--- config.mk ---
export PLATFORM = sky130hd
export DESIGN_NAME = apb_uart_arbiter
export DESIGN_NICKNAME = d
export VERILOG_FILES = /design/src/rtl/apb_uart_arbiter.sv
export SDC_FILE = /design/constraint.sdc
export NUM_CORES = 1
export LEC_CHECK = 0
export BUFFER_PORTS_ARGS = -buffer_cell sky130_fd_sc_hd__buf_2
export CAP_MARGIN = 15
export CORE_ASPECT_RATIO = 1.4
export CORE_MARGIN = 2
export CORE_UTILIZATION = 30
export CTS_BUF_LIST = sky130_fd_sc_hd__clkbuf_8 sky130_fd_sc_hd__clkbuf_16
export CTS_CLUSTER_DIAMETER = 40
export DETAILED_ROUTE_END_ITERATION = 6
export PLACE_DENSITY = 0.52
export SLEW_MARGIN = 10
export SYNTH_ARGS = -nofsm -noshare
export SYNTH_HDL_FRONTEND = slang
export SYNTH_SLANG_ARGS = --single-unit
--- constraint.sdc ---
create_clock -name pclk -period 3.2 [get_ports pclk]
set_clock_uncertainty 0.05 [all_clocks]
set_input_delay 0.48 -clock pclk [delete_from_list [all_inputs] [get_ports pclk]]
set_output_delay 0.48 -clock pclk [all_outputs]
set_load 0.02 [all_outputs]
--- src/rtl/apb_uart_arbiter.sv ---
// Two-requester APB master sharing one APB UART slave port.
// Round-robin arbitration in IDLE, IDLE->SETUP->ACCESS->DONE sequencing,
// registered read data, one-cycle completion pulse and wait-state timeout.
module apb_uart_arbiter #(
  parameter int ADDR_W  = 8,
  parameter int DATA_W  = 8,
  parameter int TIMEOUT = 16
) (
  input  logic              pclk,
  input  logic              prst,
  input  logic              req0,
  input  logic              we0,
  input  logic [ADDR_W-1:0] addr0,
  input  logic [DATA_W-1:0] wdata0,
  output logic [DATA_W-1:0] rdata0,
  output logic              done0,
  output logic              err0,
  input  logic              req1,
  input  logic              we1,
  input  logic [ADDR_W-1:0] addr1,
  input  logic [DATA_W-1:0] wdata1,
  output logic [DATA_W-1:0] rdata1,
  output logic              done1,
  output logic              err1,
  output logic [ADDR_W-1:0] paddr,
  output logic              pselx,
  output logic              penable,
  output logic              pwrite,
  output logic [DATA_W-1:0] pwdata,
  input  logic [DATA_W-1:0] prdata,
  input  logic              pready
);

  // Counter holds 0..TIMEOUT-1; at least one bit so TIMEOUT of 0 or 1 still elaborates.
  localparam int CNT_W       = (TIMEOUT > 1) ? $clog2(TIMEOUT) : 1;
  localparam int TO_LAST_INT = (TIMEOUT > 0) ? (TIMEOUT - 1) : 0;
  localparam logic [CNT_W-1:0] TO_LAST = CNT_W'(TO_LAST_INT);
  localparam bit   TO_EN = (TIMEOUT != 0);

  typedef enum logic [1:0] {
    ST_IDLE   = 2'd0,
    ST_SETUP  = 2'd1,
    ST_ACCESS = 2'd2,
    ST_DONE   = 2'd3
  } state_t;

  state_t           state_r;
  logic             last_grant_r;
  logic             grant_r;
  logic [CNT_W-1:0] cnt_r;
  logic             grant_valid_s;
  logic             grant_sel_s;

  // Round-robin pick: on contention the requester not served last wins.
  always_comb begin
    grant_valid_s = req0 | req1;
    grant_sel_s   = 1'b0;
    if (req0 && req1) begin
      grant_sel_s = ~last_grant_r;
    end else if (req1) begin
      grant_sel_s = 1'b1;
    end else begin
      grant_sel_s = 1'b0;
    end
  end

  // APB sequencing FSM; all bus and requester outputs are registered here.
  always_ff @(posedge pclk or posedge prst) begin
    if (prst) begin
      state_r      <= ST_IDLE;
      last_grant_r <= 1'b1;
      grant_r      <= 1'b0;
      cnt_r        <= '0;
      paddr        <= '0;
      pwdata       <= '0;
      pwrite       <= 1'b0;
      pselx        <= 1'b0;
      penable      <= 1'b0;
      rdata0       <= '0;
      rdata1       <= '0;
      done0        <= 1'b0;
      done1        <= 1'b0;
      err0         <= 1'b0;
      err1         <= 1'b0;
    end else begin
      // Completion flags are single-cycle pulses unless re-set below.
      done0 <= 1'b0;
      done1 <= 1'b0;
      err0  <= 1'b0;
      err1  <= 1'b0;
      case (state_r)
        ST_IDLE: begin
          pselx   <= 1'b0;
          penable <= 1'b0;
          if (grant_valid_s) begin
            grant_r      <= grant_sel_s;
            last_grant_r <= grant_sel_s;
            paddr        <= grant_sel_s ? addr1  : addr0;
            pwdata       <= grant_sel_s ? wdata1 : wdata0;
            pwrite       <= grant_sel_s ? we1    : we0;
            pselx        <= 1'b1;
            state_r      <= ST_SETUP;
          end else begin
            state_r <= ST_IDLE;
          end
        end
        ST_SETUP: begin
          pselx   <= 1'b1;
          penable <= 1'b1;
          state_r <= ST_ACCESS;
        end
        ST_ACCESS: begin
          if (pready) begin
            // Read data is captured only for reads; writes leave rdata alone.
            if (!pwrite) begin
              if (grant_r) begin
                rdata1 <= prdata;
              end else begin
                rdata0 <= prdata;
              end
            end else begin
              rdata0 <= rdata0;
            end
            if (grant_r) begin
              done1 <= 1'b1;
            end else begin
              done0 <= 1'b1;
            end
            pselx   <= 1'b0;
            penable <= 1'b0;
            cnt_r   <= '0;
            state_r <= ST_DONE;
          end else if (TO_EN && (cnt_r == TO_LAST)) begin
            // Slave never answered: finish with the error flag, rdata untouched.
            if (grant_r) begin
              done1 <= 1'b1;
              err1  <= 1'b1;
            end else begin
              done0 <= 1'b1;
              err0  <= 1'b1;
            end
            pselx   <= 1'b0;
            penable <= 1'b0;
            cnt_r   <= '0;
            state_r <= ST_DONE;
          end else begin
            cnt_r   <= cnt_r + CNT_W'(1);
            state_r <= ST_ACCESS;
          end
        end
        ST_DONE: begin
          pselx   <= 1'b0;
          penable <= 1'b0;
          cnt_r   <= '0;
          state_r <= ST_IDLE;
        end
        default: begin
          pselx   <= 1'b0;
          penable <= 1'b0;
          cnt_r   <= '0;
          state_r <= ST_IDLE;
        end
      endcase
    end
  end

endmodule

### After elaboration in Yosys (flattened, before gate mapping)

Index checks and enable logic that the tools add are counted.

* add/sub/neg operators: 1
* equality and inequality tests: 5
* mux-type cells: 29
* bitwise logic cells: 4
* reduce and logical (&&, ||, !) cells: 7

Operators with widths (count)
* $mux W1: 21
* $mux W8: 2
* $mux W4: 2
* $pmux W2 S4: 1
* $pmux W4 S2: 1
* $reduce_and A4 Y1: 2
* $add A4 B1 Y4 const B: 1
* $eq A2 B2 Y1 const B: 2
* $eq A4 B4 Y1 const B: 1
* $pmux W1 S4: 1
* $ne A3 B3 Y1 const B: 1
* $not A1 Y1: 3
* $pmux W1 S3: 1
* $eq A2 B1 Y1 const B: 1
* $logic_not A2 Y1: 1
* $reduce_and A2 Y1: 1
* $reduce_bool A2 Y1: 1
* $reduce_or A2 Y1: 1
* $logic_and A1 B1 Y1: 1
* $or A1 B1 Y1: 1

* register bits after elaboration: 47
* input bits: 47
* output and inout bits: 39

### Depth between registers and ports, before layout

* word-level depth: 4
* gate-level depth with buffers: 6
* gate-level depth less buffers: 5

### Least setup slack after synthesis

OpenSTA, ideal clock, no wires.

* path type: register -> register
* start point: register state_r[0]
* end point: register rdata1[0]
* setup time: 125 ps
* arrival: 1535 ps
* setup slack: 1490 ps
* stages on the path, launching flop included: 7
* buffers on the path: 1
* clock period less this slack: 1710 ps
* path through: dfrtp_1 -> inv_1 -> ha_1 -> nand2_1 -> or3_1 -> buf_6 -> mux2_4

* cells in the longest elaborated chain, start to end: 2

RTL lines
* start, declared: line 47 `state_t state_r;`
* start signal, assigned: line 70 `state_r <= ST_IDLE;`
* start signal, assigned: line 102 `state_r <= ST_SETUP;`
* start signal, assigned: line 104 `state_r <= ST_IDLE;`
* $eq A2 B2 Y1: line 91 `case (state_r)`
* $reduce_and A4 Y1 (no source line)
* end signal, assigned: line 117 `rdata1 <= prdata;`
* end, declared: line 22 `output logic [DATA_W-1:0] rdata1,`

Every way passes these cells.
A chain may end at the register's enable or synchronous reset.

### Worst setup path in the final report

* start point: register state_r[0]
* end point: register rdata1[3]

Same word-level chain as after synthesis.

==> metrics <==
endpoints failing setup 0; insertion delay to the later sink of the worst-skew pair 0.30 ns; post-synthesis average cell area 12.2 µm²; startpoint types register; placed standard-cell area around 0.0026 mm²; First DRT Iteration DRCs 66; area of the placeable core between 0.006 and 0.007 mm²; Switching Share a little under two fifths; dpl hpwl around 3.2 mm; total number of H-tree levels 2; Clk network pwr share 19.5%; Routed WL between 4 and 5 mm; Setup Buffers After CTS 0; maximum number of pins on one net before global-route repair 48; setup repair after global routing missed its margin no; critical path's top delay family simple AND/OR/NAND/NOR gates; WL/cell 12.4 µm; Setup crit end kind register; Initial Util between 30% and 40%; number of standard cells after synthesis approximately 170; Seq. cell area 0.00118 mm²; sum of overflow across all layers after global routing 0; CP Buf/Inv Count 1; Internal Power 1.62 mW; Die ar. 0.00751 mm²; crit path time final 1.96 ns; final number of hold-violating endpoints 0; floorplan die height 102 µm; worst IR drop on VDD 0.278 mV; YS warnings 0; drt first pass iters 5; standby leakage power 1.43 nW; number of sinks driven by the clock tree 47; hold crit path type input pin to register; slowest CP cell or3_1; combined area of all synthesized cells a little over 0.002 mm²; CTS tree yes; footprint of the multi-input gates 818 µm²; antenna violations before repair 0; upper clock frequency limit 510 MHz; Post-Syn Nets 220; post-route standard cell area excluding fillers between 0.002 and 0.003 mm²; Via Count 1522; WP data arrival between 2 and 2.5 ns; cell total after placement 340; number of diodes added for antenna fixing 0; area added between synthesis and finish 31.8%; maximum fanout count along the critical path 9; final weighted congestion in routability-driven placement 0.697; CTS root buf clkbuf_8; number of remaining DRC errors 0; Fill cells approximately 660; IO Count 86; total routing usage reported by global routing a little under an eighth; fraction of the yosys area taken by sequential cells between 50 and 60%; Antenna Nets Post-Route 0; power share of the sequential group 38.3%; startpoint-to-endpoint class of the critical path register to register; Final period util 61.3%; transition time at the pin with the least slew margin 0.982 ns; total negative slack for setup checks 0 ns; via count of the first global-routing pass roughly 1500; I/O Buffers 85; Slew HR 34.5%; count of final max-slew check failures 0; Post-Layout Cell Count 348; Cell variety after synth 27; share of post-route cells with drive strength above 1 between 40 and 50%; Cell Pwr Density 972 mW/mm²; Final Net Count a little over 300; horizontal die dimension 73.8 µm; Max Cap Viol 0; clock edge transition at the registers on the reported setup and hold paths 0.09 ns; result of the run complete, no violations; switching component of the power 1.00 mW; wire length of the first global-routing pass 6.87 mm; buffer depth of the longest clock path 2; number of cells upsized or downsized after cts 0; delay of the slowest critical-path stage 0.54 ns; Placement Rows 35; Num CTS Buffers 5; worst endpoint required time 3.34 ns; number of synthesized register bits 47; portion of total power attributed to combinational logic 42.1%; Hold Buf Count CTS 0; via density per instance 4.37; worst-path cell chain inv_1, ha_1, nand2_1, or3_1, mux2_4
## kinds of logic after synthesis
logic type,synth area share [%]
AOI/OAI and AO/OA,7.64
adders and majority gates,3.05
buffers and inverters,2.75
DFF,57.5
muxes,19.7
and+or+nand+nor,9.41
## stage by stage
| stage | hold WS (ns) | utilization [%] | setup WS, ns | power, mW |
|---|---|---|---|---|
| final | 0.324 | 40.8 | 1.24 | 2.62 |
| after global placement | 0.411 | 38.8 | 1.27 | 2.13 |
| after CTS | 0.309 | 40.8 | 1.21 | 2.67 |
| after floorplan | 0.435 | - | 1.49 | 1.76 |
| after global routing | 0.319 | 40.8 | 1.08 | 2.82 |
| after detailed placement | 0.418 | 38.8 | 1.22 | 2.15 |
## final timing paths
path	from	end	slack, ns	cells after the start
max in group asynchronous	prst	paddr[6]	2.14	2
worst min-delay path	req0	last_grant_r	0.32	2
min in group asynchronous	prst	pwdata[3]	0.36	2
worst max-delay path	state_r[0]	rdata1[3]	1.24	5
worst max register to register	state_r[0]	rdata1[3]	1.24	5
worst min register to register	paddr[2]	paddr[2]	0.43	2
## power groups by stage
stage	Combinational, mW	Clock (mW)	Sequential [mW]
3_5_place_dp	1.13	0	1.02
6_report	1.11	0.513	1.01
3_3_place_gp	1.11	0	1.02
2_1_floorplan	0.479	0	1.29
5_1_grt	1.22	0.553	1.04
4_1_cts	1.13	0.534	1.01
## synth_stat cells, drive strengths merged
cell    number  area, µm²
o21ai       22        110
dfstp        1       26.3
nand2       21       78.8
ha           5       62.6
nor3         4       25.0
or3          2       12.5
clkbuf       3       11.3
inv          5       18.8
nand3        2       10.0
dfrtp       46       1150
nor2         4       15.0
mux2        18        233
a21bo        1       10.0
buf          3       26.3
a21oi        2       10.0
mux2i       17        170
nand3b       1       7.51
a31oi        3       18.8
nand2b       3       18.8
a22oi        1       7.51
nand4        1       6.26
nor2b        2       12.5
and3         1       6.26
## cell usage in the layout, fill, tap and decap left out, drive strengths merged
master	synthesis	routed
o21ai	22	22
nand2b	3	3
mux2i	17	17
mux2	18	18
bufinv	0	2
nor2b	2	2
clkinvlp	0	1
a21bo	1	1
nand2	21	21
a21oi	2	2
and3	1	1
nor2	4	4
dfrtp	46	46
or3	2	2
a31oi	3	3
nand3	2	2
clkbuf	3	5
ha	5	5
dfstp	1	1
buf	3	86
nand4	1	1
nand3b	1	1
nor3	4	4
a22oi	1	1
inv	5	5
## final cells by class
cell class | count | share of cell area [%]
inverters | 5 | 0.695
clock buffers | 5 | 2.55
repair buffers | 86 | 16.0
flip-flops and latches | 47 | 43.6
clock inverters | 3 | 2.50
multi-input cells | 110 | 30.3
well taps | 92 | 4.27
## metal layers
layer  wire (µm)  GRT usage, %  vias up
met2        2270          20.5       46
met5           0             0        -
met1        1760          13.9      714
li1            -             -      756
met3         192          2.59        6
met4          77          4.90        0
## flip-flops by register name (all words and copies together) (netlist names)
signal / cells
penable: 1
pwdata: 8
cnt_r: 4
err1: 1
pselx: 1
state_r: 2
err0: 1
done1: 1
rdata0: 8
pwrite: 1
last_grant_r: 1
done0: 1
paddr: 8
grant_r: 1
rdata1: 8
Note: power is estimated with default switching activity, not from simulation.
